### src/rtl/spi_miso_rx.sv
// rtl/spi_miso_rx.sv - SPI MISO deserializer with little-endian frame assembly and valid/ack handoff
module spi_miso_rx #(
  parameter int FRAME_BYTES = 2,
  parameter bit SAMPLE_RISE = 1'b1
) (
  input  logic                     clk,
  input  logic                     rst,
  input  logic                     sclk,
  input  logic                     cs,
  input  logic                     receive,
  input  logic                     miso,
  input  logic                     sample_ack,
  output logic [7:0]               byte_data,
  output logic                     byte_valid,
  output logic [8*FRAME_BYTES-1:0] sample_data,
  output logic                     sample_valid,
  output logic                     overrun,
  output logic                     frame_abort
);
  localparam int IDX_W = (FRAME_BYTES > 1) ? $clog2(FRAME_BYTES) : 1;
  localparam logic [IDX_W-1:0] LAST_IDX = IDX_W'(FRAME_BYTES - 1);

  typedef enum logic {IDLE, SHIFT} state_t;
  state_t state, state_nxt;

  logic                     sclk_q;
  logic [6:0]               shift;
  logic [2:0]               bit_cnt;
  logic [IDX_W-1:0]         byte_idx;
  logic [8*FRAME_BYTES-1:0] frame_acc;
  logic [8*FRAME_BYTES-1:0] frame_nxt;
  logic [7:0]               byte_nxt;
  logic                     armed;
  logic                     sample_edge;
  logic                     shift_en;
  logic                     byte_done;
  logic                     frame_done;
  logic                     abort_nxt;

  assign armed       = ~cs & receive;
  assign sample_edge = SAMPLE_RISE ? (sclk & ~sclk_q) : (~sclk & sclk_q);
  assign byte_nxt    = {shift, miso};
  assign byte_done   = shift_en && (bit_cnt == 3'd7);
  assign frame_done  = byte_done && (byte_idx == LAST_IDX);

  // A change of arming takes priority over an edge in the same clk.
  always_comb begin
    state_nxt = state;
    shift_en  = 1'b0;
    abort_nxt = 1'b0;
    case (state)
      IDLE: begin
        if (armed) state_nxt = SHIFT;
      end
      SHIFT: begin
        if (!armed) begin
          state_nxt = IDLE;
          abort_nxt = (bit_cnt != 3'd0) || (byte_idx != '0);
        end else begin
          shift_en = sample_edge;
        end
      end
      default: state_nxt = IDLE;
    endcase
  end

  always_comb begin
    frame_nxt = frame_acc;
    for (int i = 0; i < FRAME_BYTES; i++) begin
      if (byte_idx == IDX_W'(i)) frame_nxt[8*i +: 8] = byte_nxt;
    end
  end

  always_ff @(posedge clk or negedge rst) begin
    if (!rst) state <= IDLE;
    else      state <= state_nxt;
  end

  always_ff @(posedge clk or negedge rst) begin
    if (!rst) begin
      sclk_q       <= 1'b0;
      shift        <= '0;
      bit_cnt      <= '0;
      byte_idx     <= '0;
      frame_acc    <= '0;
      byte_data    <= '0;
      byte_valid   <= 1'b0;
      sample_data  <= '0;
      sample_valid <= 1'b0;
      overrun      <= 1'b0;
      frame_abort  <= 1'b0;
    end else begin
      sclk_q      <= sclk;
      byte_valid  <= 1'b0;
      frame_abort <= abort_nxt;

      if (state == IDLE || !armed) begin
        shift    <= '0;
        bit_cnt  <= '0;
        byte_idx <= '0;
      end else if (shift_en) begin
        shift   <= byte_nxt[6:0];
        bit_cnt <= bit_cnt + 3'd1;
        if (byte_done) begin
          byte_data  <= byte_nxt;
          byte_valid <= 1'b1;
          frame_acc  <= frame_nxt;
          byte_idx   <= (byte_idx == LAST_IDX) ? '0 : byte_idx + 1'b1;
        end
      end

      // An ack coinciding with a new frame retires the old sample only.
      if (frame_done) begin
        sample_data  <= frame_nxt;
        sample_valid <= 1'b1;
        if (sample_valid) overrun <= ~sample_ack;
      end else if (sample_valid && sample_ack) begin
        sample_valid <= 1'b0;
        overrun      <= 1'b0;
      end
    end
  end
endmodule

### config.mk
export PLATFORM = sky130hd
export DESIGN_NAME = spi_miso_rx
export DESIGN_NICKNAME = d
export VERILOG_FILES = /design/src/rtl/spi_miso_rx.sv
export SDC_FILE = /design/constraint.sdc
export NUM_CORES = 1
export LEC_CHECK = 0
export BUFFER_PORTS_ARGS = -buffer_cell sky130_fd_sc_hd__buf_2
export CAP_MARGIN = 30
export CORE_UTILIZATION = 55
export DETAILED_ROUTE_END_ITERATION = 16
export PLACE_DENSITY = 0.77
export SLEW_MARGIN = 5
export SYNTH_ARGS = -nofsm -noshare
export SYNTH_HDL_FRONTEND = slang
export SYNTH_SLANG_ARGS = --single-unit
### constraint.sdc
create_clock -name clk -period 2.6 [get_ports clk]
set_clock_uncertainty 0.05 [all_clocks]
set_input_delay 0.13 -clock clk [delete_from_list [all_inputs] [get_ports clk]]
set_output_delay 0.13 -clock clk [all_outputs]
set_load 0.01 [all_outputs]
Word level (Yosys, flattened, before mapping) --
Index checks and enable logic that the tools add are counted. Widths: inputs -> output; s select.
Cells by class: add/sub/neg operators 2, bitwise logic cells 7, equal/unequal tests 2, reduce and logical (&&, ||, !) cells 13, muxes and demuxes 22
Operators by type and width (number):
- $mux 1 | 16
- $mux 8 | 2
- $mux 7 | 2
- $mux 3 | 2
- $reduce_bool 2->1 | 3
- $not 1->1 | 5
- $reduce_and 2->1 | 2
- $add 3x1->3 const B | 1
- $eq 3x3->1 const B | 1
- $logic_and 1x1->1 | 3
- $reduce_and 3->1 | 1
- $reduce_bool 3->1 | 1
- $and 1x1->1 | 2
- $logic_or 1x1->1 | 2
- $ne 2x2->1 const B | 1
- $add 1x1->1 const B | 1
- $logic_not 1->1 | 1
Storage, ports and cells: bits of input ports 7, output and inout bits 28, word-level logic and storage cells 58, register bits 57

Longest topological paths before layout --
Gate-level depths: netlist (run 1).
depth after elaboration 8, gate-level depth with buffers 6, mapped depth without buffers 5

Worst setup path after synthesis (run 1) --
Ideal clock, no wire load.
path kind flip-flop to flip-flop, from register bit_cnt[0], to register sample_data[0], library setup time 0.125 ns, required time 2.425 ns, arrival 1.524 ns, clock period less this slack 1.699 ns, buffers on the path 1, cell stages (with the launch flop) 7, path slack 0.901 ns, cell sequence dfrtp_1 ha_1 ha_1 and3b_1 nand3_4 buf_6 mux2_4
Between the ends: cells in the longest elaborated chain, start to end 3
RTL lines:
- from (decl) | RTL line 28 | logic [2:0] bit_cnt;
- from (signal assigned) | RTL line 103 | bit_cnt <= bit_cnt + 3'd1;
- $eq 3x3->1 | RTL line 43 | assign byte_done = shift_en && (bit_cnt == 3'd7);
- $logic_and 1x1->1 | RTL line 43
- $logic_and 1x1->1 | RTL line 44 | assign frame_done = byte_done && (byte_idx == LAST_IDX);
- to (signal assigned) | RTL line 114 | sample_data <= frame_nxt;
- to (decl) | RTL line 15 | output logic [8*FRAME_BYTES-1:0] sample_data,
Every way passes these cells. A chain may end at the register's enable or synchronous reset.

Worst setup path after layout (run 1) --
from register bit_cnt[0], to register frame_acc[0]
Between the ends: cells in the longest elaborated chain, start to end 3
RTL lines:
- $eq 3x3->1 | RTL line 43
- $logic_and 1x1->1 | RTL line 43
- $reduce_and 3->1 (no line)
- to (signal assigned) | RTL line 107 | frame_acc <= frame_nxt;
- to (decl) | RTL line 30 | logic [8*FRAME_BYTES-1:0] frame_acc;
Every way passes these cells.

==> results.md, run 1 <==
* P per Cell Area at 500 nW/µm²
* Required time of the critical path at approximately 2.8 ns
* Tcrit/Tclk final at 70.9%
* Total CTS buffers at 5
* YS warnings at 0
* Final Wtd Congestion at about 0.7
* Max-cap violation count at 0
* First-pass GRT wire length at roughly 5100 µm
* Drt drc at 0
* Die W at slightly above 60 µm
* Dpl hpwl at approximately 2400 µm
* CP most frequent cell: ha_1
* Crit-path max FO at 9
* Tmin final at between 1.5 and 2 ns
* Initial Utilization at ~58%
* Worst hold stages at 2
* Part of the power in registers at between 60 and 70%
* Post-synthesis sequential area ratio at 62.4%
* Core area at roughly 3400 µm²
* CP cell instances: ha_1 > ha_1 > and3b_1 > nand3b_2 > mux2_2
* Cell Count, Final, Fillers Out at around 210
* Max-slew headroom at 64.3%
* Avg Vias per Cell at ~5.4
* Worst-margin pin slew at between 0.5 and 0.6 ns
* Maximum vdd drop at around 0.00031 V
* Postcts setup bufs at 0
* Worst flop-to-flop path startpoint: bit_cnt[0]
* HP Start: miso
* Site row count at 21
* Number of cells on the critical path at 5
* 1st-iter DRT viols at 33
* Syn-to-layout area delta at 15.3%
* Tot GR Track Use at roughly a fifth
* IO Pins at 35
* Clk_lat worst skew at between 0.3 and 0.4 ns
* Clock share of power at 29.3%
* Clock sink count at 49
* Flops & latches, synth at 49
* Largest net degree at the start of global routing at 35
* Root buffer cell: clkbuf_4
* CP Launch Type: flop
* Setup violations, final at 0
* Kind of critical path: flop to flop
* Reg-to-reg endpoint: frame_acc[0]
* Htree depth at 2
* Post-synth net total at 130
* Antenna Violating Nets Remaining at 0
* Total grt overflow at 0
* Die Y at ~62 µm
* Post-layout nets at between 150 and 200
* Post-Syn Instances at 120
* Final Max Slew Viols at 0
* Largest cells by area after synthesis: dfrtp_1 62%, mux2_4 12%, mux2_2 9.2%
* CTS tree: yes
* Status: completed
* Routed WL per cell at about 16 µm
* Most common library cell in the layout ignoring fill and taps: dfrtp_1
* Total net switching power at approximately 0.25 mW
* Hold Path Sink: shift[0]
* Drt total wl at approximately 3300 µm
* Avg Inst Size Synth at 16.4 µm²
* HP Class: input pin to flop
* DRT Pass-1 Iters at 4
* Reg clk slew, reported paths at ~0.13 ns
* Mapped cell area at just under 2000 µm²
* Switching share of power at between 20 and 25%
* Number of library cell types mapped by synthesis at 22
* Hold Buf Count CTS at 5
* Largest stage delay on the critical path at around 0.43 ns
* Layout cells sized above 1 at 46.6%
* Gate power share at roughly 3.2%
* Setup tns final at 0 ns
* Initial antenna violation count at 0
* Number of global-route vias before repair at slightly above 1k
* P_leak at approximately 1.3 nW
* ANT cells at 0
* Clock buffer depth at 2
* Routed vias at roughly 1.1k
* # resized after CTS at 0
* Critical path's slowest cell: dfrtp_1
* Most frequent cells in the layout: 49 x dfrtp_1, 34 x buf_2, 16 x mux2_2, 16 x mux2_4, 9 x a22o_1
* P_int at roughly 0.89 mW
* Crit path capture type: flop
* Hold_ws at ~0.023 ns
* Delay-heaviest family, CP: simple AND/OR/NAND/NOR gates
* Post-synth top area share at between 60% and 70%
* RSZ-0062 raised after global routing: no
* Setup WS post-layout at roughly 0.76 ns
* Inst Count DP at 196
* Port Buf Inserts at 34
* Crit path DAT at a little over 2 ns
* Dpl ws at 0.759 ns
* Die ar. at ~3800 µm²
* WP buf/inv at 0
* FMAX at 542 MHz
* R2r worst-path depth at 5
* Final hold violations at 0
* Flop2flop setup slack at 0.76 ns
* Largest area contributor in the netlist: dfrtp_1
stage by stage:
stage | power, mW | instance area [µm²] | util (%)
after floorplan | 0.787 | 1960 | -
after global placement | 0.806 | 2140 | 63.2
after CTS | 1.14 | 2260 | 66.8
after detailed placement | 0.812 | 2160 | 63.8
final | 1.13 | 2260 | 66.8
after global routing | 1.18 | 2260 | 66.8
worst max-delay path by stage:
stage	startpoint	end	slack, ns
after floorplan	bit_cnt[0]	sample_data[0]	0.90
after detailed placement	bit_cnt[0]	sample_data[11]	0.76
final	bit_cnt[0]	frame_acc[0]	0.76
after global placement	bit_cnt[0]	sample_data[7]	0.82
after CTS	bit_cnt[0]	sample_data[3]	0.73
after global routing	bit_cnt[0]	sample_data[10]	0.67
synth_stat cells (all sizes together):
library cell / count
a21oi: 1
nor2b: 2
a41oi: 1
o21ai: 2
dfrtp: 49
buf: 5
inv: 3
and3b: 2
mux2: 32
nor3b: 2
xnor2: 1
and2: 2
nor2: 2
nand2: 1
ha: 3
a22o: 9
nand3b: 2
nand3: 1
metal layers:
metal	vias up	wire length, µm	GRT usage, %
met4	0	29	6.67
met1	573	1440	24.3
li1	513	-	-
met2	29	1680	32.0
met5	-	0	0
met3	5	144	5.59
power by group through the flow:
stage          clock network (mW)  registers [mW]  logic (mW)
2_1_floorplan                   0           0.779     0.00711
6_report                    0.332           0.765      0.0368
3_3_place_gp                    0           0.779      0.0269
4_1_cts                     0.340           0.765      0.0380
5_1_grt                     0.371           0.766      0.0420
3_5_place_dp                    0           0.780      0.0322
flip-flops by register name (all words and copies together), names as in the netlist:
name / flops
byte_idx: 1
byte_data: 8
overrun: 1
frame_abort: 1
sclk_q: 1
sample_data: 16
state: 1
sample_valid: 1
shift: 7
bit_cnt: 3
frame_acc: 8
byte_valid: 1
layout make-up:
cell class	instances	area (µm²)
tap	46	57.6
timing repair buffer	40	240
clock buffer	7	45.0
inverter	3	11.3
clock inverter	1	7.51
sequential	49	1230
multi-input combinational	63	677
fill	259	1120
cells by family (layout without fill, tap and decap cells):
family / after synthesis / in the layout / share of synthesized area, %
flip-flops: 49 / 49 / 62.4
multiplexers: 32 / 32 / 21.4
AND/OR/NAND/NOR: 14 / 14 / 5.48
AO/OA/AOI/OAI: 13 / 13 / 5.22
buffers and inverters: 8 / 51 / 3.12
adder cells (fa/ha/maj): 3 / 3 / 1.91
XOR/XNOR: 1 / 1 / 0.446
worst register-to-register path: cells and delay by family, from the launching register on:
| family | cells | cell delay [ns] |
|---|---|---|
| muxes | 1 | 0.39 |
| DFF | 1 | 0.43 |
| adders and majority gates | 2 | 0.39 |
| and+or+nand+nor | 2 | 0.50 |
Note: power is estimated with default switching activity, not from simulation.
==> inputs of run 2 (changes only) <==
--- a/config.mk
+++ b/config.mk
@@ -7,9 +7,9 @@
 export LEC_CHECK = 0
 export BUFFER_PORTS_ARGS = -buffer_cell sky130_fd_sc_hd__buf_2
 export CAP_MARGIN = 30
-export CORE_UTILIZATION = 55
+export CORE_UTILIZATION = 53
 export DETAILED_ROUTE_END_ITERATION = 16
-export PLACE_DENSITY = 0.77
+export PLACE_DENSITY = 0.74
 export SLEW_MARGIN = 5
 export SYNTH_ARGS = -nofsm -noshare
 export SYNTH_HDL_FRONTEND = slang
==> constraint.sdc (replaced) <==
create_clock -name clk -period 1.75 [get_ports clk]
set_clock_uncertainty 0.05 [all_clocks]
set_input_delay 0.0875 -clock clk [delete_from_list [all_inputs] [get_ports clk]]
set_output_delay 0.0875 -clock clk [all_outputs]
set_load 0.01 [all_outputs]
==> run 2 against run 1 <==
  * Critical path depth increased by 1
  * Die area increased by 3.7%
  * Total power increased by 65%
  * Routed wire length increased by 6.2%
  * Critical endpoint is now sample_data[0]
  * Largest cell class unchanged
  * Largest power group unchanged
==> results.md, run 2 (same netlist as run 1, synthesis figures left out) <==
* Total CTS buffers at 5
* Syn-to-layout area delta at 23.1%
* Critical path's slowest cell: dfrtp_1
* Setup tns final at 0 ns
* Clock sink count at 49
* Largest net degree at the start of global routing at 27
* Core area at 3440 µm²
* Number of global-route vias before repair at around 1.2k
* Max-cap violation count at 0
* Port Buf Inserts at 34
* Initial Utilization at a little under three fifths
* Crit-path max FO at 11
* FMAX at 573 MHz
* Reg clk slew, reported paths at 0.08 ns
* Maximum vdd drop at between 0.0003 and 0.0004 V
* Final hold violations at 0
* Crit path capture type: flop
* Top reg by flops: sample_data
* Routed WL per cell at roughly 16 µm
* HP Class: input pin to flop
* CP Launch Type: flop
* Initial antenna violation count at 0
* Setup violations, final at 0
* Root buffer cell: clkbuf_8
* Worst hold stages at 2
* Hold Path Sink: state
* Site row count at 21
* Drt total wl at 3500 µm
* R2r worst-path depth at 6
* HP Start: receive
* Regs by FF count: sample_data (16), byte_data (8), frame_acc (8)
* Post-layout nets at 176
* Drt drc at 0
* Max-slew headroom at between 60% and 70%
* Largest stage delay on the critical path at roughly 0.40 ns
* Avg Vias per Cell at 5.32
* Status: completed
* Required time of the critical path at around 1.9 ns
* Clk_lat worst skew at 0.30 ns
* Die Y at about 63 µm
* Die ar. at roughly 4000 µm²
* Max reg flops at 16
* Reg-to-reg endpoint: sample_data[0]
* IO Pins at 35
* P_leak at ~1.4 nW
* Die W at about 63 µm
* Number of cells on the critical path at 6
* CP cell instances: ha_2 > ha_4 > and3b_2 > nand3_4 > buf_12 > mux2_4
* Antenna Violating Nets Remaining at 0
* Final Max Slew Viols at 0
* Worst-margin pin slew at 0.545 ns
* Tcrit/Tclk final at between 90% and 100%
* # fillers at 235
* Crit path DAT at 1.88 ns
* Tmin final at 1.75 ns
* WP buf/inv at 1
* Htree depth at 2
* ANT cells at 0
* Tot GR Track Use at between 10% and 20%
* CTS tree: yes
* Clock buffer depth at 2
* 1st-iter DRT viols at 31
* Routed vias at ~1.1k
* Final Wtd Congestion at between 0.8 and 0.9
* Most frequent cells in the layout: 49 x dfrtp_1, 34 x buf_2, 24 x mux2_4
* Most common library cell in the layout ignoring fill and taps: dfrtp_1
* Worst flop-to-flop path startpoint: bit_cnt[0]
* Dpl hpwl at about 2300 µm
* Delay-heaviest family, CP: flip-flops
* Flop2flop setup slack at 0.004 ns
* P per Cell Area at a little under 800 nW/µm²
* Kind of critical path: flop to flop
* Layout cells sized above 1 at 51.5%
* Total grt overflow at 0
* First-pass GRT wire length at 5690 µm
* RSZ-0062 raised after global routing: yes
* Hold_ws at a little under 0.02 ns
* DRT Pass-1 Iters at 2
[run 2: per-stage QoR]
stage          area (µm²)  utilization (%)  setup slack, ns  instances  power, mW
6_report             2420             70.2          0.00401        213       1.87
5_1_grt              2420             70.2          -0.0471        213       1.95
4_1_cts              2370             68.8         -0.00476        212       1.89
3_5_place_dp         2220             64.4          -0.0593        200       1.21
3_3_place_gp         2220             64.4           0.0322        200       1.20
2_1_floorplan        1960                -           0.0508        120       1.17
[run 2: per-layer routing]
layer	vias up	part of all wire [%]	GRT usage, %
met5	-	0	0
met4	0	1.5	9.59
met3	6	3.4	5.47
met2	27	50	29.6
met1	582	45	25.6
li1	518	-	-
[run 2: cell type report]
type	count	area, µm²	share of cell area [%]
Clock buffer	6	82.6	3.42
Clock inverter	2	13.8	0.569
Inverter	3	11.3	0.466
Multi-Input combinational cell	64	741	30.6
Sequential cell	49	1230	50.7
Tap cell	46	57.6	2.38
Timing Repair Buffer	43	285	11.8
[run 2: where the power goes]
| group | switching, mW | total [mW] | internal (mW) |
|---|---|---|---|
| combinational | 0.0337 | 0.0544 | 0.0207 |
| clock | 0.356 | 0.677 | 0.320 |
| sequential | 0.00184 | 1.14 | 1.13 |
[run 2: worst max-delay path by stage]
stage | startpoint | end | slack, ns
finish | bit_cnt[0] | sample_data[0] | 0.004
global route | bit_cnt[0] | sample_data[15] | -0.05
CTS | bit_cnt[1] | byte_data[0] | -0.005
detailed placement | bit_cnt[0] | frame_acc[0] | -0.06
global placement | bit_cnt[0] | frame_acc[7] | 0.03
floorplan | bit_cnt[0] | sample_data[0] | 0.05
[run 2: what timing repair did]
action,CTS,global route
endpoints found under the setup margin,19,24
pin swaps,0,1
gates cloned,0,1
resized for setup,4,10
hold buffers,4,0
buffers inserted,0,0
endpoints found under the hold margin,27,0
